--- src/rtl/issue_group_splitter.sv ---
// issue_group_splitter
//   Holds one decode bundle and breaks it into in-order issue groups. Each
//   group obeys a per-cycle memory-op limit, a branch limit and, optionally,
//   a "branch ends the group" rule. The oldest pending slot always issues,
//   so every bundle drains in at most NUM_WIDTH groups.
//
// Ports
//   clk, reset            clock, synchronous active-high reset
//   in_valid / in_ready   bundle handshake
//   in_slot_valid         per-slot instruction present (slot 0 oldest)
//   in_branch             per-slot branch flag
//   in_mem_read/_write    per-slot memory flags (either marks a memory op)
//   flush                 drop the held bundle, block acceptance this cycle
//   out_valid / out_ready issue group handshake
//   issue_mask            slots issuing in the current group
//   out_last              current group empties the held bundle
module issue_group_splitter #(
  parameter int NUM_WIDTH     = 3,
  parameter int MAX_MEM       = 1,
  parameter int MAX_BR        = 1,
  parameter int BR_ENDS_GROUP = 1
) (
  input  logic                 clk,
  input  logic                 reset,
  input  logic                 in_valid,
  output logic                 in_ready,
  input  logic [NUM_WIDTH-1:0] in_slot_valid,
  input  logic [NUM_WIDTH-1:0] in_branch,
  input  logic [NUM_WIDTH-1:0] in_mem_read,
  input  logic [NUM_WIDTH-1:0] in_mem_write,
  input  logic                 flush,
  output logic                 out_valid,
  input  logic                 out_ready,
  output logic [NUM_WIDTH-1:0] issue_mask,
  output logic                 out_last
);

  if (MAX_MEM < 1 || MAX_MEM > NUM_WIDTH) begin : g_bad_mem
    $error("issue_group_splitter: MAX_MEM out of range");
  end
  if (MAX_BR < 1 || MAX_BR > NUM_WIDTH) begin : g_bad_br
    $error("issue_group_splitter: MAX_BR out of range");
  end

  logic [NUM_WIDTH-1:0] pending_q, pending_d;
  logic [NUM_WIDTH-1:0] br_q, br_d;
  logic [NUM_WIDTH-1:0] mem_q, mem_d;
  logic [NUM_WIDTH-1:0] mask;
  logic                 accept;
  logic                 issue;

  // HOLD is simply "anything pending"; no separate state register.
  assign out_valid = |pending_q;

  // Group selection. Non-pending slots are holes and do not stop the scan;
  // the first pending slot that violates a limit stops it for all younger.
  always_comb begin
    int  mcnt;
    int  bcnt;
    logic blocked;
    logic br_seen;
    mask    = '0;
    mcnt    = 0;
    bcnt    = 0;
    blocked = 1'b0;
    br_seen = 1'b0;
    for (int i = 0; i < NUM_WIDTH; i++) begin
      if (pending_q[i] && !blocked) begin
        if (mask == '0 ||
            ((mcnt + int'(mem_q[i])) <= MAX_MEM &&
             (bcnt + int'(br_q[i])) <= MAX_BR &&
             (BR_ENDS_GROUP == 0 || !br_seen))) begin
          mask[i] = 1'b1;
          mcnt    = mcnt + int'(mem_q[i]);
          bcnt    = bcnt + int'(br_q[i]);
          br_seen = br_seen | br_q[i];
        end else begin
          blocked = 1'b1;
        end
      end
    end
  end

  assign issue_mask = mask;
  assign out_last   = out_valid && (mask == pending_q);
  assign in_ready   = !reset && !flush && (!out_valid || (out_ready && out_last));
  assign accept     = in_valid && in_ready;
  assign issue      = out_valid && out_ready;

  // Flags are masked by slot valid at capture so stale flags can never
  // leak into the counts.
  always_comb begin
    pending_d = pending_q;
    br_d      = br_q;
    mem_d     = mem_q;
    if (flush) begin
      pending_d = '0;
    end else if (accept) begin
      // Accepting implies the held bundle (if any) is finishing this edge.
      pending_d = in_slot_valid;
      br_d      = in_branch & in_slot_valid;
      mem_d     = (in_mem_read | in_mem_write) & in_slot_valid;
    end else if (issue) begin
      pending_d = pending_q & ~mask;
    end
  end

  always_ff @(posedge clk) begin
    if (reset) begin
      pending_q <= '0;
      br_q      <= '0;
      mem_q     <= '0;
    end else begin
      pending_q <= pending_d;
      br_q      <= br_d;
      mem_q     <= mem_d;
    end
  end

endmodule

--- config.mk ---
export PLATFORM = sky130hd
export DESIGN_NAME = issue_group_splitter
export DESIGN_NICKNAME = d
export VERILOG_FILES = /design/src/rtl/issue_group_splitter.sv
export SDC_FILE = /design/constraint.sdc
export NUM_CORES = 1
export LEC_CHECK = 0
export BUFFER_PORTS_ARGS = -buffer_cell sky130_fd_sc_hd__buf_4
export CELL_PAD_IN_SITES_DETAIL_PLACEMENT = 1
export CELL_PAD_IN_SITES_GLOBAL_PLACEMENT = 2
export CORE_ASPECT_RATIO = 1.2
export CORE_MARGIN = 2
export CORE_UTILIZATION = 30
export CTS_BUF_LIST = sky130_fd_sc_hd__clkbuf_4
export CTS_CLUSTER_SIZE = 12
export DETAILED_ROUTE_END_ITERATION = 16
export GPL_ROUTABILITY_DRIVEN = 0
export PLACE_DENSITY = 0.83
export SLEW_MARGIN = 20
export SYNTH_ARGS = -nofsm -noshare
export SYNTH_HDL_FRONTEND = slang
export SYNTH_SLANG_ARGS = --single-unit
--- constraint.sdc ---
create_clock -name clk -period 7.7 [get_ports clk]
set_input_delay 0.77 -clock clk [delete_from_list [all_inputs] [get_ports clk]]
set_output_delay 0.77 -clock clk [all_outputs]
set_load 0.02 [all_outputs]
==> results of run 1 <==
## placed cells by master, fill, tap and decap left out, types with 2 or more instances in the layout
master,instances
buf_4,23
dfxtp_1,9
ha_1,7
nand2_1,6
a21oi_1,6
inv_1,5
o21ai_1,5
nand4_1,4
o21ai_0,4
clkbuf_4,4
nand3_1,3
nor2_1,3
o2111ai_1,3
and2_1,2
nor3b_1,2
a22oi_1,2
nor3_1,2
## power groups by stage
stage,sequential [mW],clock [mW],combinational (mW)
global placement,0.0504,0,0.0256
CTS,0.0494,0.0428,0.0260
detailed placement,0.0505,0,0.0259
finish,0.0494,0.0422,0.0258
floorplan,0.0499,0,0.0133
global route,0.0496,0.0453,0.0283
## sequential cells by signal, indices dropped and copies added, names as in the netlist
register	count
br_q	3
mem_q	3
pending_q	3
## logic make-up after synthesis
group                    synth area share, %
AO/OA/AOI/OAI                          28.57
adder cells (fa/ha/maj)                12.99
buffers and inverters                  5.750
flip-flops                             26.72
multiplexers                           3.895
AND/OR/NAND/NOR                        22.08
## metal layers
layer | global-route usage (%) | up-vias | routed length [um]
met5 | 0 | - | 0
met4 | 9.524 | 0 | 51
met3 | 1.948 | 5 | 70
met2 | 28.57 | 18 | 1019
met1 | 21.83 | 334 | 834
li1 | - | 352 | -
## final timing paths
check | start | end | slack, ps
max | pending_q[0] | in_ready | 3160
min | mem_q[0] | mem_q[0] | 480
max reg2reg | pending_q[0] | mem_q[2] | 4080
min reg2reg | mem_q[0] | mem_q[0] | 480
## critical path: cells and delay by family (launching register included)
| family | cells | cell delay, ps |
|---|---|---|
| adder cells (fa/ha/maj) | 4 | 1000 |
| AO/OA/AOI/OAI | 3 | 850 |
| AND/OR/NAND/NOR | 7 | 990 |
| flip-flops | 1 | 420 |
| buffers and inverters | 2 | 220 |
## cells in the mapped netlist, types with 2 or more instances
library cell  count
a21oi_1           6
a22oi_1           2
and2_1            2
dfxtp_1           9
ha_1              7
inv_1             5
nand2_1           6
nand3_1           3
nand4_1           4
nor2_1            3
nor3_1            2
nor3b_1           2
o2111ai_1         3
o21ai_0           4
o21ai_1           5
## cell type report
class                   count  area (um^2)  area share (%)
inverters                   6        22.52           2.507
clock buffers               4        30.03           3.343
well taps                  30        37.54           4.178
repair buffers             23        172.7           19.22
flip-flops and latches      9        180.2           20.06
multi-input cells          63        455.4           50.70
==> results summary, run 1 <==
The flow ran to the end, and the final reports show no timing, DRC or antenna violations. The count of nets left with antenna violations after detail routing came out at 0. For this run, the detailed router's first-pass iteration total came to 2. The top fanout value on the critical path is 8.

Measured against its own limit, the worst slew margin works out to 70.47%. The count of inserted antenna diode cells came out at 0. STA classifies the critical path startpoint as a register. TritonCTS built the clock tree.

The final worst-path setup slack came out at 3165 ps. The clock-pin slew on the worst setup and hold paths came out at 70 ps. The number of antenna violations at the first check in global routing is 0. The logic depth of the worst register-to-register path came out at 16. The die width is 47.28 um. The worst slack at placement came out at 3420 ps. The total area inside the core boundary comes to 0.002095 mm^2. The final-stage net count is 130. The count of port buffers added during placement came out at 22. The number of gates resized after CTS came out at 0. Summed over all instances, the cell type with the most area after synthesis is dfxtp_1. The area growth from synthesis to layout is 33.21%. Buffers inserted to repair hold after CTS numbered 0.

Data on the critical path arrives at its endpoint at 3770 ps. The actual transition at the worst max-transition pin is 442.3 ps. The net count after synthesis is 105. The floorplan row count came out at 18. The die span in y is 55.94 um.

The total internal power is 0.08404 mW. After routing the design area is 898.4 um^2. The routed design has 1974 um of wire.

The portion of the post-synthesis area used by sequential elements is 26.72%. The fill cell instance count of the final layout came out at 277. The critical path's most frequent cell is ha_1.

VDD sags by at most 0.08334 mV. The via count of the first global-routing pass came out at 749. On the critical path, the stage with the largest delay is an instance of dfxtp_1. The relative contribution of combinational cells to total power is 22.0%. For this design the top-level I/O count stands at 23. The most used flip-flop cell after synthesis is dfxtp_1.

Hold timing on the final database bottoms out at a slack of 483.4 ps. The number of cells produced by synthesis is 81. Once detailed placement completed, the half-perimeter wirelength came to 1622 um. The synthesized design contains 9 register bits. The number of buffers inserted during clock tree synthesis is 3. The power density over the cells is 130.7 mW/mm^2. The top-area cell type share of the netlist area is 26.72%. The clock period minus final worst setup slack came out at 4535 ps. The final standard cell utilization of the core is 42.89%. The Yosys step of the flow raised 0 warnings. The clock latency at the later pin of the worst-skew pair came out at 280 ps. The via count is 709. The net switching power is 0.03334 mW. Dividing the detail-routed via count by the number of cells gives 5.252. The remaining global-route overflow is 0. The maximum frequency from static timing analysis came out at 220.5 MHz.

For the final database, setup skew stands at 13.35 ps. Dividing the detail-routed wire length by the instance count gives 14.62 um. The static leakage is 0.4088 nW.

The share of final-layout standard cells stronger than drive strength 1 is 33.33%. Ranked by total cell area, the synthesized netlist is headed by dfxtp_1 (27%), ha_1 (13%), a21oi_1 (4.5%). Once the clock tree was built, the setup fixing pass inserted 0 buffers.

The part of the power in registers came out at 42.1%. The largest incremental delay on the critical path is 420 ps. Dividing the synthesized area by the synthesized cell count gives 8.326 um^2. Yosys mapped the design onto 33 distinct sky130hd cell types. Setup violations remaining at the end of the flow were counted as 0. The instance area after placement is 868.3 um^2. The max-capacitance violation count is 0. The number of sinks handled by clock tree synthesis is 9. The number of H-tree branching levels is 1. The share of power burned in the clock network is 35.9%.

The post-layout instance count excluding filler cells is 135. The first-pass GRT wire length is 3360 um. The root cell of the clock tree is clkbuf_4. The die covers 0.002645 mm^2. The maximum number of pins on one net before global-route repair is 12. The hold violation count in the final report came out at 0.

In this run, the number of DRC markers left after iteration 0 of detailed routing was 3. Once placement completed, the tool counted placed cells totaling 131. The path class of the tightest hold or removal check is register to register. In the routed design, unresolved DRC markers number 0.

The worst-case clock buffer depth came out at 2. The post-synthesis async set-or-reset flop share is 0%. The combined global-route utilization of all metal layers is 17.76%. The switching share of total power is 28.41%. The aggregate negative setup slack is 0 ps. For the worst setup path, the data required time is 6930 ps. The max-slew violation total from the final report came out at 0. Setup repair after global routing left no endpoint under its margin. For this configuration, the core starts out at a cell density of 32.20%. The hold-critical path depth came out at 2. Overall power consumption after layout is estimated at 0.1174 mW. The synthesized design contains 0 enable-type register cells.

The kind of end point of the critical path is an output pin. The startpoint-to-endpoint class of the critical path is register to output pin. The post-synthesis cell area is 674.4 um^2. The share of the cycle needed by the critical path after routing is 58.90%. Walking the worst path, the cells encountered are and2_1, ha_1, o31ai_1, and2_4, nand2_1, nand2_1, ha_1, inv_1, ha_1, nor3b_1, nand4_1, a22o_1, ha_1, a31oi_2, nor3_1, buf_4.
Power figures use the tool's default switching activity.
==> run 2: changes to the inputs <==
--- a/config.mk
+++ b/config.mk
@@ -10,12 +10,12 @@
 export CELL_PAD_IN_SITES_GLOBAL_PLACEMENT = 2
 export CORE_ASPECT_RATIO = 1.2
 export CORE_MARGIN = 2
-export CORE_UTILIZATION = 30
+export CORE_UTILIZATION = 28
 export CTS_BUF_LIST = sky130_fd_sc_hd__clkbuf_4
 export CTS_CLUSTER_SIZE = 12
 export DETAILED_ROUTE_END_ITERATION = 16
 export GPL_ROUTABILITY_DRIVEN = 0
-export PLACE_DENSITY = 0.83
+export PLACE_DENSITY = 0.78
 export SLEW_MARGIN = 20
 export SYNTH_ARGS = -nofsm -noshare
 export SYNTH_HDL_FRONTEND = slang
==> constraint.sdc (replaced) <==
create_clock -name clk -period 4.2 [get_ports clk]
set_input_delay 0.42 -clock clk [delete_from_list [all_inputs] [get_ports clk]]
set_output_delay 0.42 -clock clk [all_outputs]
set_load 0.02 [all_outputs]
==> run 2 against run 1 <==
  * Core utilization shrank 2.8 points
  * Hold slack lost 130 ps
  * Cell count grew 2.2%
  * Power grew 83%
  * Clock skew shrank 9.0 ps
  * Sequential power grew 82%
  * Critical path depth is the same
  * Register-to-register slack lost 3300 ps
  * Die area grew 6.6%
  * Flip-flop and latch count is the same
  * Critical path type unchanged
  * Largest cell class unchanged
==> results summary, run 2 (same netlist as run 1, synthesis figures left out) <==
The actual transition at the worst max-transition pin is 460.2 ps (was 442.3 ps). The violation count after the first detailed-routing iteration is 4 (was 3). The fill cell instance count of the final layout is 316 (was 277). The remaining global-route overflow is 0 (unchanged). The instance area after placement came to 884.6 um^2 (was 868.3 um^2). The post-route DRC violation count was 0 (unchanged). The max-capacitance violation count is 0 (unchanged).

The detailed placement HPWL is 1581 um (was 1622 um). The number of placed I/O pins came to 23 (unchanged). The number of gates resized after CTS is 0 (unchanged). The total non-filler cell area in the finished layout came out at 914.6 um^2 (was 898.4 um^2).

The sum of routed wire length over all layers is 1915 um (was 1974 um). The maximum number of pins on one net before global-route repair came to 12 (unchanged). The root cell of the clock tree is clkbuf_4 (unchanged). The initial cell density of the core was 29.55% (was 32.20%). After layout, the minimum clock period comes to 3829 ps. Largest registers: br_q x3, mem_q x3, pending_q x3 (unchanged). The first-pass detailed-route iteration total is 3 (was 2). The buffering stage count on the worst path with inverters included came out at 2 (unchanged). Most frequent cells in the layout: buf_4 (25), dfxtp_1 (9), ha_1 (7) (was buf_4 (23), dfxtp_1 (9), ha_1 (7)).

The clock skew after layout is 4.368 ps (was 13.35 ps). The multi-input combinational cell area came out at 455.4 um^2 (unchanged). The largest delay contributor family on the critical path is adder cells (unchanged). The hold-critical path depth was 2 (unchanged). The area taken by flip-flops and latches is 180.2 um^2 (unchanged).

The aggregate negative setup slack is 0 ps (unchanged). The number of sinks handled by clock tree synthesis came out at 9 (unchanged). The worst path required time came out at 3780 ps (was 6930 ps). The number of H-tree branching levels came out at 1 (unchanged). Derived from the worst setup path, the maximum achievable clock frequency is 261.2 MHz. The die span in y is 57.76 um (was 55.94 um). The headroom to the max-slew limit came out at 69.27% (was 70.47%). The via count is 697 (was 709).

The number of setup buffers added after CTS was 0 (unchanged). The most common cell after layout, fill and taps aside is buf_4 (unchanged). The area of the die came out at 0.002819 mm^2 (was 0.002645 mm^2). The clock latency at the later pin of the worst-skew pair came out at 270 ps (was 280 ps).

The die width is 48.80 um (was 47.28 um). The final standard cell utilization of the core came to 40.08% (was 42.89%). Result of the run: finished clean (unchanged). The startpoint type of the worst setup path is a register (unchanged). The core area is 0.002282 mm^2 (was 0.002095 mm^2).

The via count of the first global-routing pass is 755 (was 749). The clock-pin slew on the worst setup and hold paths came out at 60 ps (was 70 ps). The number of hold buffers added after CTS is 0 (unchanged). The signal arrival time at the worst endpoint came to 3410 ps (was 3770 ps). The first-pass GRT wire length came to 3394 um (was 3360 um).

The hold violation count in the final report was 0 (unchanged). The power after layout came out at 0.2143 mW (was 0.1174 mW). The share of final-layout standard cells stronger than drive strength 1 came out at 34.58% (was 33.33%). Setup repair after global routing missed its margin: false (unchanged). Cell Chain, Critical Path: and2_1, ha_1, o31ai_1, and2_4, nand2_1, nand2_1, ha_1, inv_1, ha_1, nor3b_1, nand4_1, a22o_1, ha_1, a31oi_2, nor3_1, buf_4 (unchanged). The startpoint-to-endpoint class of the critical path was register to output pin (unchanged). The worst vdd rail ir drop came out at 0.1245 mV (was 0.08334 mV).

The mean number of vias per cell was 5.051 (was 5.252). The max-slew violation total from the final report is 0 (unchanged). The final-stage net count was 132 (was 130). The logic depth of the worst register-to-register path is 17 (was 16).

The CTS tree is yes (unchanged). The cell with the biggest individual delay on the critical path is ha_1 (was dfxtp_1). The routed wirelength normalized by instance count is 13.88 um (was 14.62 um). The kind of end point of the critical path is an output pin (unchanged). The critical path's most frequent cell was ha_1 (unchanged).

The largest incremental delay on the critical path was 360 ps (was 420 ps). The type of the worst min-delay path is primary input to register (was register to register). The top fanout value on the critical path came out at 4 (was 8). The count of inserted antenna diode cells is 0 (unchanged). The floorplan row count was 19 (was 18).

The number of buffers inserted during clock tree synthesis is 3 (unchanged). The worst-case clock buffer depth came out at 2 (unchanged). The logic depth of the worst setup path including buffers came out at 16 (unchanged). The combined global-route utilization of all metal layers was 16.33% (was 17.76%).

The count of nets left with antenna violations after detail routing came out at 0 (unchanged). The post-layout instance count excluding filler cells came out at 138 (was 135). The number of placed cells counting well taps came out at 134 (was 131). The area growth from synthesis to layout was 35.62% (was 33.21%).

The count of port buffers added during placement came out at 22 (unchanged). The static leakage came to 0.4196 nW (was 0.4088 nW). The number of setup violations in the final report is 0 (unchanged). The share of the cycle needed by the critical path after routing is 91.17%. The number of antenna violations at the first check in global routing is 0 (unchanged).

The power density over the cells came out at 234.3 mW/mm^2 (was 130.7 mW/mm^2).
[run 2: cell types whose count changed in the layout (fill, tap and decap cells not counted)]
cell   previous run  this run
buf_4            23        25
[run 2: per-layer routing]
layer,part of all wire [%],track usage [%],vias up
li1,-,-,354
met1,43,18.98,324
met2,50,26.81,14
met3,3.3,3.093,5
met4,3.4,12.24,0
met5,0,0,-
[run 2: worst paths after layout]
kind | endpoint | slack [ps] | start
worst max-delay path | in_ready | 370 | pending_q[0]
worst min-delay path | pending_q[0] | 350 | flush
worst max register to register | mem_q[2] | 810 | pending_q[0]
worst min register to register | mem_q[0] | 490 | mem_q[0]
[run 2: power by group]
part	switching [mW]	internal, mW	total (mW)
clock network	0.0324	0.0432	0.0756
logic	0.0245	0.0241	0.0486
registers	0.00252	0.0876	0.0901
total	0.0594	0.155	0.214
[run 2: cell type report]
class / count / area share, %
timing repair buffer: 25 / 20.52
tap: 31 / 4.241
multi-input combinational: 63 / 49.79
inverter: 6 / 2.462
clock buffer: 4 / 3.283
sequential: 9 / 19.70
[run 2: metrics by stage]
step | setup slack (ps) | hold WS (ps)
2_1_floorplan | 483.4 | 445.2
3_3_place_gp | 660.5 | 468.9
3_5_place_dp | 609.2 | 488.5
4_1_cts | 312.8 | 345.1
5_1_grt | 35.66 | 352.4
6_report | 371.0 | 353.1
[run 2: worst register-to-register path, cell delays in order, from the launching register on]
cell and delay [ps]:
dfxtp_1 310, and2_1 170, ha_1 210, o31ai_1 310, and2_4 220, nand2_1 50
nand2_1 60, ha_1 160, inv_1 50, ha_1 270, nor3b_1 190, nand4_1 130
a22o_1 220, ha_1 360, a31oi_2 130, buf_4 190, o21ai_0 180, a21oi_1 90
